File: src/rtl/fifo_lfsr_reader.sv
// fifo_lfsr_reader: read-side streaming engine for the LFSR-pointer FIFO.
// Issues FIFO reads, catches the one-cycle-late data in a skid buffer and
// streams it out on valid/ready at one word per cycle.
// Optional feature macro: FIFO_READER_SIGNATURE_EN (signature register).
module fifo_lfsr_reader #(
  parameter int unsigned            DATA_WIDTH = 8,
  parameter int unsigned            SKID_DEPTH = 3,
  parameter logic [DATA_WIDTH-1:0]  SIG_POLY   = DATA_WIDTH'(8'h1D),
  localparam int unsigned           OCC_W      = $clog2(SKID_DEPTH + 1)
) (
  input  logic                  clk,
  input  logic                  rst,
  input  logic                  fifo_empty,
  input  logic [DATA_WIDTH-1:0] fifo_data,
  output logic                  fifo_rd_en,
  input  logic                  flush,
  output logic [DATA_WIDTH-1:0] m_data,
  output logic                  m_valid,
  input  logic                  m_ready,
  output logic [OCC_W-1:0]      occupancy,
  output logic [DATA_WIDTH-1:0] signature
);

  localparam int unsigned IDX_W = $clog2(SKID_DEPTH);
  localparam int unsigned CNT_W = OCC_W + 1;

  logic [DATA_WIDTH-1:0] mem_q [SKID_DEPTH];
  logic [IDX_W-1:0]      head_q, head_d;
  logic [IDX_W-1:0]      tail_q, tail_d;
  logic [OCC_W-1:0]      occ_q, occ_d;
  logic                  inflight_q, inflight_d;
  logic                  capture_c;
  logic                  pop_c;
  logic [CNT_W-1:0]      pending_c;

  // Wrap by compare-and-clear so non-power-of-two depths work.
  function automatic logic [IDX_W-1:0] idx_inc(input logic [IDX_W-1:0] idx);
    return (idx == IDX_W'(SKID_DEPTH - 1)) ? '0 : idx + IDX_W'(1);
  endfunction

  assign m_valid   = (occ_q != '0);
  assign m_data    = mem_q[head_q];
  assign occupancy = occ_q;

  // Read issue from registered state only; no path from m_ready.
  always_comb begin
    pending_c  = CNT_W'(occ_q) + CNT_W'(inflight_q);
    fifo_rd_en = !fifo_empty && !flush && (pending_c < CNT_W'(SKID_DEPTH));
  end

  // Next-state for indices, occupancy and the in-flight flag.
  always_comb begin
    capture_c  = inflight_q && !flush;
    pop_c      = m_valid && m_ready;
    head_d     = head_q;
    tail_d     = tail_q;
    occ_d      = occ_q;
    inflight_d = fifo_rd_en;
    if (flush) begin
      head_d     = '0;
      tail_d     = '0;
      occ_d      = '0;
      inflight_d = 1'b0;
    end else begin
      if (capture_c) tail_d = idx_inc(tail_q);
      if (pop_c)     head_d = idx_inc(head_q);
      case ({capture_c, pop_c})
        2'b10:   occ_d = occ_q + OCC_W'(1);
        2'b01:   occ_d = occ_q - OCC_W'(1);
        default: occ_d = occ_q;
      endcase
    end
  end

  // Control state registers.
  always_ff @(posedge clk or negedge rst) begin
    if (!rst) begin
      head_q     <= '0;
      tail_q     <= '0;
      occ_q      <= '0;
      inflight_q <= 1'b0;
    end else begin
      head_q     <= head_d;
      tail_q     <= tail_d;
      occ_q      <= occ_d;
      inflight_q <= inflight_d;
    end
  end

  // Skid buffer storage; the word arriving in a flush cycle is dropped.
  always_ff @(posedge clk or negedge rst) begin
    if (!rst) begin
      for (int i = 0; i < int'(SKID_DEPTH); i++) mem_q[i] <= '0;
    end else if (capture_c) begin
      mem_q[tail_q] <= fifo_data;
    end
  end

`ifdef FIFO_READER_SIGNATURE_EN
  logic [DATA_WIDTH-1:0] sig_q, sig_d;

  // Compact each delivered word; flush-cycle pops still count.
  always_comb begin
    sig_d = sig_q;
    if (pop_c) begin
      sig_d = {sig_q[DATA_WIDTH-2:0], 1'b0}
            ^ (sig_q[DATA_WIDTH-1] ? SIG_POLY : '0)
            ^ m_data;
    end
  end

  // Signature register, cleared by reset only.
  always_ff @(posedge clk or negedge rst) begin
    if (!rst) sig_q <= '0;
    else      sig_q <= sig_d;
  end

  assign signature = sig_q;
`else
  // Feature compiled out: constant zero, polynomial kept referenced.
  assign signature = SIG_POLY & DATA_WIDTH'(0);
`endif

endmodule
File: config.mk
export PLATFORM = sky130hd
export DESIGN_NAME = fifo_lfsr_reader
export DESIGN_NICKNAME = d
export VERILOG_FILES = /design/src/rtl/fifo_lfsr_reader.sv
export SDC_FILE = /design/constraint.sdc
export NUM_CORES = 1
export LEC_CHECK = 0
export ABC_AREA = 1
export CAP_MARGIN = 10
export CORE_MARGIN = 5
export CORE_UTILIZATION = 40
export DETAILED_ROUTE_END_ITERATION = 10
export GPL_TIMING_DRIVEN = 1
export HOLD_SLACK_MARGIN = 0.02
export PLACE_DENSITY_LB_ADDON = 0.05
export SYNTH_ARGS = -nofsm -noshare
export SYNTH_HDL_FRONTEND = slang
export SYNTH_SLANG_ARGS = --single-unit
File: constraint.sdc
create_clock -name clk -period 3.06 [get_ports clk]
set_input_delay 0.612 -clock clk [delete_from_list [all_inputs] [get_ports clk]]
set_output_delay 0.612 -clock clk [all_outputs]
set_load 0.005 [all_outputs]
# --- Word level (Yosys, flattened, before mapping) ---
# Index checks and enable logic that the tools add are counted.
word_totals:
  register_bits: 31
  inputBits: 13
  elab_cells: 48
op_classes:
  n_addsub: 5
  magnitude_cmp: 4
  eq_ne: 4
  n_mux: 15
  n_bitwise: 2
  n_reduce_logical: 11
ops:
  columns: ["cell", "n"]
  rows:
  - ["24-bit bitwise mux", 1]
  - ["8-bit 2-to-1 mux", 3]
  - ["8-bit binary-select mux with 2-bit select", 1]
  - ["8-bit demux with 2-bit select", 1]
  - ["2-bit 2-to-1 mux", 7]
  - ["2-bit by 1-bit adder with 2-bit output (second input constant)", 3]
  - ["2-bit == test (second input constant)", 3]
  - ["3-bit greater-or-equal comparator (second input constant)", 2]
  - ["2-bit inverter with 3-bit output", 2]
  - ["2-bit nonzero test", 3]
  - ["1-bit logical AND", 5]
  - ["2-bit case mux with 2 select lines", 1]
  - ["2-bit by 1-bit adder with 3-bit output", 1]
  - ["3-bit by 1-bit < comparator with 1-bit output (second input constant)", 1]
  - ["3-bit by 2-bit < comparator with 1-bit output (second input constant)", 1]
  - ["3-bit nonzero test", 1]
  - ["2-bit by 1-bit == test with 1-bit output (second input constant)", 1]
  - ["1-bit zero test", 2]
  - ["2-bit by 1-bit subtractor with 2-bit output (second input constant)", 1]
  - ["1-bit 2-to-1 mux", 1]

# --- Depth between registers and ports, before layout ---
depth:
  ltp_word: 6
  ltp_mapped: 7
  depth_no_buf: 7

# --- Worst setup path before layout ---
# OpenSTA, ideal clock, no wires.
synth_path:
  path_type: "register to output"
  startpoint: "register occ_q[0], in the netlist occupancy[0]"
  endpoint: "output fifo_rd_en"
  t_arrival_ps: 1251
  required_time_ps: 2448
  slack_ps: 1197
  path_stages_with_launch: 5
  cell_sequence: "dfrtp_1 ha_1 ha_1 a21oi_1 nor3b_1"
synth_between:
  elab_chain_cells: 3
synth_rtl:
  columns: ["element", "line", "rtl"]
  rows:
  - ["start, declared", "30", "logic [OCC_W-1:0] occ_q, occ_d;"]
  - ["start signal, assigned", "80", "occ_q <= '0;"]
  - ["start signal, assigned", "85", "occ_q <= occ_d;"]
  - ["2-bit by 1-bit adder with 3-bit output", "47", "pending_c = CNT_W'(occ_q) + CNT_W'(inflight_q);"]
  - ["3-bit by 2-bit < comparator with 1-bit output", "48", "fifo_rd_en = !fifo_empty && !flush && (pending_c < CNT_W'(SKID_DEPTH));"]
  - ["1-bit logical AND", "48", null]
  - ["end, declared", "15", "output logic fifo_rd_en,"]
# No other way between the ends.

# --- Worst setup path after layout ---
# Same ends and word-level chain as after synthesis.

==> results.sh <==
export IMPL_outcome="completed"
export IMPL_grt_use_met3_pct=4.24
export IMPL_cap_violations=0
export IMPL_grtUsageTotal_pct=14.0
export IMPL_synth_edf_count=0
export IMPL_met1_usage_pct=15.9
export IMPL_ys_seq_area_share_pct=48.2
export IMPL_clockRootBuffer="clkbuf_8"
export IMPL_dieHeight_microns=73.4
export IMPL_wl_per_cell_microns=13.1
export IMPL_rsz0062_at_grt="false"
export IMPL_skew_ns=0.00247
export IMPL_cts_clk_slew_worst_paths_ns=0.07
export IMPL_crit_path_start_kind="flop"
export IMPL_core_sq_um=3940
export IMPL_cts_tree="yes"
export IMPL_antenna_found_initial=0
export IMPL_r2r_end="inflight_q"
export IMPL_cts_resized_gates=0
export IMPL_critPathArrivalTime_ns=2.12
export IMPL_final_cell_area_sq_um=1940
export IMPL_cts_buffers=5
export IMPL_top_usage_layer="met2"
export IMPL_drt_wl_total_mm=3.32
export IMPL_yosysWarnings=0
export IMPL_vdd_drop_max_mv=0.377
export IMPL_netlist_instances=173
export IMPL_post_cts_buffers=0
export IMPL_hold_buffers=0
export IMPL_min_path_type="reg -> reg"
export IMPL_clock_path_buffers=2
export IMPL_clk_insertion_delay_late_ns=0.28
export IMPL_synth_top_area_share_pct=48.2
export IMPL_finalSetupTns_ns=0
export IMPL_drt_iter0_markers=97
export IMPL_yosys_top_cells_area="dfrtp_1, o21ai_2, nand2_1"
export IMPL_vias=1204
export IMPL_finalCritPeriodShare_pct=89.3
export IMPL_antenna_cells=0
export IMPL_placed_area_sq_um=1860
export IMPL_fin_cells=253
export IMPL_syn_area_sq_um=1610
export IMPL_ios=33
export IMPL_yosysTopAreaCell="dfrtp_1"
export IMPL_gp_congestion=0.720
export IMPL_cp_end_kind="output port"
export IMPL_grt_max_degree=32
export IMPL_r2r_start="occupancy[0]"
export IMPL_met2_usage_pct=24.7
export IMPL_async_reset_ff_share_pct=100
export IMPL_cts_max_level=2
export IMPL_start_util_pct=40.8
export IMPL_io_buffers=24
export IMPL_ant_nets=0
export IMPL_drive_gt1_share_pct=22.7
export IMPL_cts_sinks=31
export IMPL_crit_start="occupancy[0]"
export IMPL_whs_ns=0.481
export IMPL_dpl_hpwl_mm=2.38
export IMPL_rrSetupSlack_ns=1.66
export IMPL_ys_ff_latch=31
export IMPL_via_per_inst=4.76
export IMPL_die_area_sq_um=5390
export IMPL_total_leakage_power_nw=0.929
export IMPL_drc_errors=0
export IMPL_nNetsFinal=217
export IMPL_cp_required_ns=2.45
export IMPL_tightest_slew_ns=0.666
export IMPL_grt_pass1_vias=1210
export IMPL_dp_cells=245
export IMPL_max_freq_mhz=366
export IMPL_max_slew_margin_pct=55.4
export IMPL_synth_cell_types=23
export IMPL_rows=23
export IMPL_hold_viol=0
export IMPL_post_route_util_pct=49.3
export IMPL_fill_cells=370
export IMPL_die_w_microns=73.4
export IMPL_setup_violations=0
export IMPL_gr_total_overflow=0
export IMPL_post_route_min_period_ns=2.73
export IMPL_synthToLayoutAreaGrowth_pct=20.8
export IMPL_slew_violations=0
export IMPL_dr_pass1_iters=4
export IMPL_critical_path_class="reg -> out"
export IMPL_cellPowerDensity_nw_per_um2=805
export IMPL_crit_path_end="fifo_rd_en"
export IMPL_synth_main_ff_cell="dfrtp_1"
export IMPL_r2r_cells=4
export IMPL_avgSynthCellArea_sq_um=9.29
export IMPL_crit_fanout=5
export IMPL_grt_pass1_wl_mm=5.71
## metrics by stage
| stage | power [mW] | worst slack, ns |
|---|---|---|
| 3_5_place_dp | 1.27 | 0.621 |
| 2_1_floorplan | 0.991 | 1.20 |
| 4_1_cts | 1.59 | 0.310 |
| 5_1_grt | 1.69 | 0.169 |
| 3_3_place_gp | 1.24 | 0.637 |
| 6_report | 1.56 | 0.327 |
## worst min-delay path by stage
stage                     depth (start not counted)        end       from  slack (ns)
after global routing                              2  mem_q[17]  mem_q[17]        0.49
after floorplan                                   0  head_q[0]        rst        0.32
after detailed placement                          2  mem_q[17]  mem_q[17]        0.47
after CTS                                         2   mem_q[0]   mem_q[0]        0.48
final                                             2  mem_q[16]  mem_q[16]        0.48
after global placement                            2  mem_q[18]  mem_q[18]        0.46
## power by group
group	internal [mW]	switching, mW
logic	0.314	0.306
clock network	0.155	0.150
registers	0.546	0.0920
## registers in the layout (all words and copies together) (netlist names)
signal,flops
mem_q,24
occupancy,2
head_q,2
inflight_q,1
tail_q,2
## metal layers
layer | vias up | routed length [microns]
met4 | 0 | 21
met3 | 4 | 190
met2 | 31 | 1750
met5 | - | 0
li1 | 599 | -
met1 | 570 | 1360
## area by class of cell
cell class | instances | area, sq um | area share, %
multi-input combinational | 122 | 699 | 36.0
tap | 50 | 62.6 | 3.22
clock buffer | 5 | 68.8 | 3.54
timing repair buffer | 26 | 255 | 13.1
clock inverter | 3 | 15.0 | 0.773
inverter | 16 | 65.1 | 3.35
sequential | 31 | 776 | 39.9
## cells by family after synthesis
logic type      Yosys count  share of synthesized area [%]
compound gates           30                           14.9
xor+xnor                  1                          0.545
fa+ha+maj                 2                           1.56
buf+inv                  27                           9.88
flops                    31                           48.2
other cells               1                          0.233
simple gates             81                           24.6
## placed cells by master, fill, tap and decap left out, types with 3 or more instances in the layout
cell type        instances
nand2_2                  4
o21ai_2                 24
clkinv_2                 3
conb_1                   8
nand3_1                 14
nand2_1                 52
clkbuf_8                 5
nand3_4                  3
o21ai_0                  4
dfrtp_1                 31
inv_1                   14
clkdlybuf4s50_1         24
## synthesized netlist by cell type (2+ instances only)
cell / n
o21ai_0: 4
inv_1: 14
buf_6: 3
nand3_1: 14
nand2_1: 52
nor2_1: 2
nand3_4: 3
nor3b_1: 2
nand2_2: 4
ha_1: 2
dfrtp_1: 31
buf_4: 8
o21ai_2: 24
## worst max-delay path, stage by stage (launching register included)
cell	delay (ns)
dfrtp_1	0.44
ha_1	0.23
ha_1	0.27
a21oi_1	0.17
nor3b_1	0.20
clkdlybuf4s50_1	0.53
Note: power is estimated with default switching activity, not from simulation.
